## config.mk

```make
export PLATFORM = sky130hd
export DESIGN_NAME = alarm_clock_ctrl
export DESIGN_NICKNAME = d
export VERILOG_FILES = /design/src/rtl/alarm_clock_ctrl.sv
export SDC_FILE = /design/constraint.sdc
export NUM_CORES = 1
export LEC_CHECK = 0
export ABC_CLOCK_PERIOD_IN_PS = 4900
export BUFFER_PORTS_ARGS = -buffer_cell sky130_fd_sc_hd__buf_2
export CORE_ASPECT_RATIO = 0.8
export CORE_MARGIN = 5
export CORE_UTILIZATION = 45
export CTS_CLUSTER_SIZE = 28
export DETAILED_ROUTE_END_ITERATION = 16
export HOLD_SLACK_MARGIN = 0.12
export PLACE_DENSITY_LB_ADDON = 0.25
export SLEW_MARGIN = 5
export SYNTH_ARGS = -nofsm -noshare
export SYNTH_HDL_FRONTEND = slang
export SYNTH_SLANG_ARGS = --single-unit
```

## constraint.sdc

```tcl
create_clock -name clk -period 4.9 [get_ports clk]
set_input_delay 0.735 -clock clk [delete_from_list [all_inputs] [get_ports clk]]
set_output_delay 0.735 -clock clk [all_outputs]
set_load 0.03 [all_outputs]
```

## src/rtl/alarm_clock_ctrl.sv

```systemverilog
// Alarm clock timekeeping/setting controller: one-second prescaler, seconds
// counter, RUN/SET_TIME/SET_ALARM mode machine and BCD HH:MM time/alarm registers.
module alarm_clock_ctrl #(
  parameter int CLK_PER_SEC = 50000000,
  parameter int PRE_W       = 26
) (
  input  logic        clk,
  input  logic        reset,
  input  logic        set_time_key,
  input  logic        set_alarm_key,
  input  logic        hour_key,
  input  logic        minute_key,
  output logic [15:0] current_time,
  output logic [15:0] alarm_time,
  output logic        show_alarm,
  output logic        sec_tick,
  output logic [1:0]  mode
);

  typedef enum logic [1:0] {
    MODE_RUN       = 2'b00,
    MODE_SET_TIME  = 2'b01,
    MODE_SET_ALARM = 2'b10
  } mode_t;

  mode_t             r_mode;
  mode_t             w_mode_next;
  logic [PRE_W-1:0]  r_pre;
  logic [5:0]        r_sec;
  logic [15:0]       r_cur;
  logic [15:0]       r_alm;
  logic              r_tick;
  logic              r_show;
  logic              r_hour_prev;
  logic              r_min_prev;

  logic              w_hour_edge;
  logic              w_min_edge;
  logic              w_wrap;
  logic              w_counting;
  logic              w_min_roll;
  logic [15:0]       w_cur_next;
  logic [15:0]       w_alm_next;

  // BCD minute increment 00..59, wrapping without carry-out
  function automatic logic [7:0] inc_min(input logic [7:0] m);
    if (m[3:0] == 4'd9) begin
      if (m[7:4] == 4'd5) return 8'h00;
      return {m[7:4] + 4'd1, 4'd0};
    end
    return {m[7:4], m[3:0] + 4'd1};
  endfunction

  // BCD hour increment 00..23
  function automatic logic [7:0] inc_hour(input logic [7:0] h);
    if (h == 8'h23) return 8'h00;
    if (h[3:0] == 4'd9) return {h[7:4] + 4'd1, 4'd0};
    return {h[7:4], h[3:0] + 4'd1};
  endfunction

  always_ff @(posedge clk) begin
    if (!reset) r_mode <= MODE_RUN;
    else        r_mode <= w_mode_next;
  end

  always_comb begin
    w_mode_next = MODE_RUN;
    if (set_alarm_key)     w_mode_next = MODE_SET_ALARM;
    else if (set_time_key) w_mode_next = MODE_SET_TIME;
  end

  assign w_hour_edge = hour_key & ~r_hour_prev;
  assign w_min_edge  = minute_key & ~r_min_prev;
  assign w_wrap      = (r_pre == PRE_W'(CLK_PER_SEC - 1));
  assign w_counting  = (w_mode_next != MODE_SET_TIME);
  assign w_min_roll  = w_counting && w_wrap && (r_sec == 6'd59);

  // Rollover and edits are decoded against the next mode, so they never collide
  always_comb begin
    w_cur_next = r_cur;
    w_alm_next = r_alm;
    if (w_min_roll) begin
      w_cur_next[7:0] = inc_min(r_cur[7:0]);
      if (r_cur[7:0] == 8'h59) w_cur_next[15:8] = inc_hour(r_cur[15:8]);
    end
    if (w_mode_next == MODE_SET_TIME) begin
      if (w_hour_edge) w_cur_next[15:8] = inc_hour(r_cur[15:8]);
      if (w_min_edge)  w_cur_next[7:0]  = inc_min(r_cur[7:0]);
    end
    if (w_mode_next == MODE_SET_ALARM) begin
      if (w_hour_edge) w_alm_next[15:8] = inc_hour(r_alm[15:8]);
      if (w_min_edge)  w_alm_next[7:0]  = inc_min(r_alm[7:0]);
    end
  end

  always_ff @(posedge clk) begin
    if (!reset) begin
      r_pre       <= '0;
      r_sec       <= '0;
      r_cur       <= '0;
      r_alm       <= '0;
      r_tick      <= 1'b0;
      r_show      <= 1'b0;
      r_hour_prev <= 1'b0;
      r_min_prev  <= 1'b0;
    end else begin
      r_hour_prev <= hour_key;
      r_min_prev  <= minute_key;
      r_show      <= (w_mode_next == MODE_SET_ALARM);
      r_cur       <= w_cur_next;
      r_alm       <= w_alm_next;
      r_tick      <= 1'b0;
      if (!w_counting) begin
        r_pre <= '0;
        r_sec <= '0;
      end else if (w_wrap) begin
        r_pre  <= '0;
        r_tick <= 1'b1;
        r_sec  <= (r_sec == 6'd59) ? 6'd0 : r_sec + 6'd1;
      end else begin
        r_pre <= r_pre + PRE_W'(1);
      end
    end
  end

  assign current_time = r_cur;
  assign alarm_time   = r_alm;
  assign show_alarm   = r_show;
  assign sec_tick     = r_tick;
  assign mode         = r_mode;

endmodule

```

### Word level (Yosys, flattened, before mapping)

Index checks and enable logic that the tools add are counted.

| operators by class | value |
|---|---|
| reduce and logical (&&, ||, !) cells | 9 |
| equality and inequality tests | 16 |
| multiplexer cells | 65 |
| $add $sub $neg | 10 |
| bitwise operators | 6 |

Operators by type and width:

| kind | count |
|---|---|
| 8-bit two-way mux | 23 |
| 1-bit two-way mux | 37 |
| 4-bit by 1-bit adder with 4-bit output, second input constant | 8 |
| 16-bit two-way mux | 2 |
| 26-bit by 1-bit adder with 26-bit output, second input constant | 1 |
| 26-bit equality test, second input constant | 1 |
| 4-bit equality test, second input constant | 4 |
| 8-bit by 6-bit equality test with 1-bit output, second input constant | 2 |
| 4-bit by 3-bit equality test with 1-bit output, second input constant | 2 |
| 8-bit by 7-bit equality test with 1-bit output, second input constant | 1 |
| 6-bit by 1-bit adder with 6-bit output, second input constant | 1 |
| 6-bit equality test, second input constant | 1 |
| 6-bit two-way mux | 1 |
| 2-bit AND reduction | 3 |
| 3-bit AND reduction | 2 |
| 4-bit two-way mux | 1 |
| 4-bit by 2-bit != test with 1-bit output, second input constant | 1 |
| 1-bit NOT | 4 |
| 3-bit by 2-bit != test with 1-bit output, second input constant | 1 |
| 3-bit OR reduction | 1 |
| 1-bit AND | 2 |
| 2-bit by 1-bit equality test with 1-bit output, second input constant | 1 |
| 2-bit equality test, second input constant | 1 |
| 1-bit logical AND | 2 |
| other kinds (3) | 3 |

| storage, ports and cells | value |
|---|---|
| register bits after elaboration | 70 |
| input bits | 6 |
| output and inout bits | 36 |

### Depth between registers and ports, before layout

| depth | value |
|---|---|
| word-level depth | 15 |
| gate-level depth with buffers | 9 |
| depth with buffers taken out | 9 |

### Least setup slack after synthesis

No wires, ideal clock.

| timing | value |
|---|---|
| kind | reg2reg |
| start | register r_cur[13] (netlist: current_time[13]) |
| end | register r_cur[11] (netlist: current_time[11]) |
| data required time | 4781 ps |
| stages on the path, launching flop included | 7 |
| slack | 2873 ps |
| arrival | 1908 ps |
| buffers on the path | 0 |
| path through | dfxtp_1 -> ha_1 -> or4b_1 -> nor3_1 -> nor2_1 -> a21bo_2 -> o221a_2 |

| on the way | value |
|---|---|
| word-level cells in the longest chain between the ends | 9 |

RTL lines:

| item | line | RTL |
|---|---|---|
| start: declaration | 30 | `logic [15:0] r_cur;` |
| start signal: assignment | 110 | `r_cur <= w_cur_next;` |
| 8-bit by 6-bit equality test with 1-bit output (*) | 56 | `if (h == 8'h23) return 8'h00;` |
| 1-bit two-way mux (*) | 56 |  |
| 1-bit two-way mux | 84 | `if (r_cur[7:0] == 8'h59) w_cur_next[15:8] = inc_hour(r_cur[15:8]);` |
| 1-bit two-way mux | 82 | `if (w_min_roll) begin` |
| 8-bit two-way mux | 57 | `if (h[3:0] == 4'd9) return {h[7:4] + 4'd1, 4'd0};` |
| 8-bit two-way mux | 84 |  |
| 16-bit two-way mux | 82 |  |
| 8-bit two-way mux | 87 | `if (w_hour_edge) w_cur_next[15:8] = inc_hour(r_cur[15:8]);` |
| 16-bit two-way mux (*) | 86 | `if (w_mode_next == MODE_SET_TIME) begin` |

Every way passes the cells marked *; elsewhere a longest branch is shown, timed or not. The select of a mux whose other input is x is not followed.
A chain may end at the register's enable or synchronous reset.

### Worst setup path in the final report

| timing | value |
|---|---|
| start | register r_pre[0] |
| end | register r_pre[20] |

| on the way | value |
|---|---|
| word-level cells in the longest chain between the ends | 2 |

RTL lines:

| item | line | RTL |
|---|---|---|
| start: declaration | 28 | `logic [PRE_W-1:0] r_pre;` |
| start signal: assignment | 121 | `r_pre <= r_pre + PRE_W'(1);` |
| branches (longest 2 deep; another with 26-bit by 1-bit adder with 26-bit output) | -- |  |

Several ways; the timed one is not identified.

==> results.md <==
* Reg2reg start: r_pre[0]
* Top Ports at 42
* Register area at 1400 um^2
* Total Wirelength at 7.27 mm
* CTS tree: yes
* Non-Filler Instances at 550
* Vias in the first global route at 2665
* Main synth FF type: dfxtp_1
* RePlAce Congestion at 0.766
* Die height at 88.4 um
* Fin. Hold Viols at 0
* Largest fanout on the critical path at 25
* Outcome: finished clean
* DRT iter0 DRCs at 103
* Area of placed instances at 3720 um^2
* Die W at 108 um
* Max_slew headroom at 36.0%
* Grt ovf at 0
* PortBufs at 41
* Max-Cap Viols at 0
* LEAKAGE at 1.51 nW
* Yosys cell types at 54
* Post-DR vias/cell at 5.27
* Max Freq at 432 MHz
* RR Endpoint: r_pre[20]
* Kind of critical path: reg -> reg
* CTS root buffer: clkbuf_8
* Sequential area share after synthesis at 40.6%
* Fin area at 3950 um^2
* Fill count at 724
* Clock Skew at 0.0103 ns
* Largest net degree at the start of global routing at 26
* Via count of the routed design at 2899
* Clock latency at the later pin of the worst-skew pair at 0.35 ns
* Critical Path Start Type: flip-flop
* Drt pass-1 iters at 4
* Setup TNS at 0 ns
* Leading cell types in the layout, fill and taps excluded: dfxtp_1 (70), nor2_1 (56), buf_2 (41)
* Max Root-Sink Buffers at 2
* # setup viols final at 0
* Mapped Cells at 402
* Commonest non-fill, non-tap cell in the layout: dfxtp_1
* Tot Pwr at 1.16 mW
* Layout Utilization at 53.2%
* Final worst path period need at 2.31 ns
* Clk pin slew, worst setup/hold paths at 0.09 ns
* Post-Syn Area per Cell at 8.60 um^2
* Setup ws final at 2.59 ns
* Power density over the cells at 293 nW/um^2
* Syn Nets at 419
* Crit path capture type: flip-flop
* Final Cycle Share at 47.2%
* Max-slew violations at 0
* Syn-to-layout area delta at 14.3%
* First-pass GRT wire length at 12.2 mm
* Antenna-violating nets left at 0
* CTS Sinks at 70
* Post-Syn Area at 3460 um^2
* Inst Count DP at 534
* Tightest Pin Transition at 0.958 ns
* Initial antenna violation count at 0
* Worst Hold Class: reg -> reg
* Cts bufs inserted at 9
* Hpwl dp at 5.09 mm
* Flop2flop setup slack at 2.59 ns
* RSZ-0062 raised after global routing: no
* Core Area at 7430 um^2
* Postcts setup bufs at 0
* CTS Hold Bufs at 0
* Worst hold slack at 0.487 ns
* R2R depth at 6
* Row cnt at 28
* Critical path required time at 5.09 ns
* Post-synth ARST share at 0%
* Pre-CTS setup slack at 2.44 ns
* Drt drc at 0
* EDFF count, synth at 0
* Starting density of the core at 46.5%
* WHS Endpoint: r_sec[1]
* CP arrival at 2.50 ns
* H-tree depth at 3
* GRT Resource Usage Total at 15.8%
* VDD IR max at 0.148 mV
* Area of the multi-input gates at 1920 um^2
* Die area at 9540 um^2
* Avg WL per Cell at 13.2 um
* Yosys warns at 0
* Hold path depth at 2
* Diode count at 0
* Final nets at 457
* Share of layout cells above drive strength 1 at 16.9%
* Post-synthesis register bit count at 70
* Hold path start: r_sec[1]
* Resized Gates After CTS at 0
-- area by class of cell --
type	instances	share of cell area (%)
Clock inverter	7	2.60
Tap cell	105	3.32
Sequential cell	70	35.5
Timing Repair Buffer	41	5.19
Multi-Input combinational cell	301	48.7
Inverter	17	1.61
Clock buffer	9	3.13
-- synth_stat cells, types with 5 or more instances --
cell type / n / share of area, %
nor2_1: 56 / 6.1
mux2i_1: 6 / 1.7
nand2b_1: 5 / 0.91
nand4_1: 12 / 2.2
o211ai_1: 7 / 1.5
nand3_1: 18 / 2.6
o21ai_0: 10 / 1.4
a21oi_1: 17 / 2.5
clkbuf_1: 7 / 0.76
xor2_1: 9 / 2.3
and3_1: 6 / 1.1
ha_1: 11 / 4.0
nor3_1: 16 / 2.3
buf_2: 5 / 0.72
inv_1: 16 / 1.7
and2_1: 9 / 1.6
nor4_1: 8 / 1.4
dfxtp_1: 70 / 41
nand2_1: 33 / 3.6
xnor2_1: 27 / 6.8
-- report_power, final --
| part | switching (mW) | internal [mW] |
|---|---|---|
| sequential | 0.00779 | 0.575 |
| combinational | 0.0357 | 0.0152 |
| clock | 0.232 | 0.293 |
| total | 0.276 | 0.883 |
-- layer usage --
metal / vias to the layer above / share of wire (%) / track usage [%]
met5: - / 0 / 0
met2: 70 / 42 / 24.2
met1: 1345 / 51 / 21.8
met4: 0 / 1.0 / 4.93
li1: 1476 / - / -
met3: 8 / 5.6 / 4.30
-- sequential cells by signal, summed over array words and instances, names as in the netlist --
register	count
sec_tick	1
current_time	16
r_pre	26
r_min_prev	1
show_alarm	1
mode	2
r_sec	6
r_hour_prev	1
alarm_time	16
-- critical path, cell delays in order, from the launching register on --
cell     delay [ns]
dfxtp_1        0.42
ha_1           0.23
and2_1         0.27
and4_4         0.31
nand2_1        0.13
nand3_1        0.68
nor2_1         0.12
-- logic make-up after synthesis --
group,share of synthesized area [%]
xor+xnor,9.12
flops,40.6
compound gates,9.59
buf+inv,3.80
simple gates,31.2
fa+ha+maj,3.98
mux,1.74
-- worst max-delay path by stage --
stage,slack [ns],endpoint,depth (start not counted),from
floorplan,2.87,current_time[11],6,current_time[13]
global placement,2.52,current_time[13],4,reset
detailed placement,2.44,current_time[13],4,reset
CTS,2.54,r_pre[20],6,r_pre[0]
global route,2.37,r_pre[5],6,r_pre[0]
finish,2.59,r_pre[20],6,r_pre[0]
No activity file was read; power rests on OpenSTA's default activity.
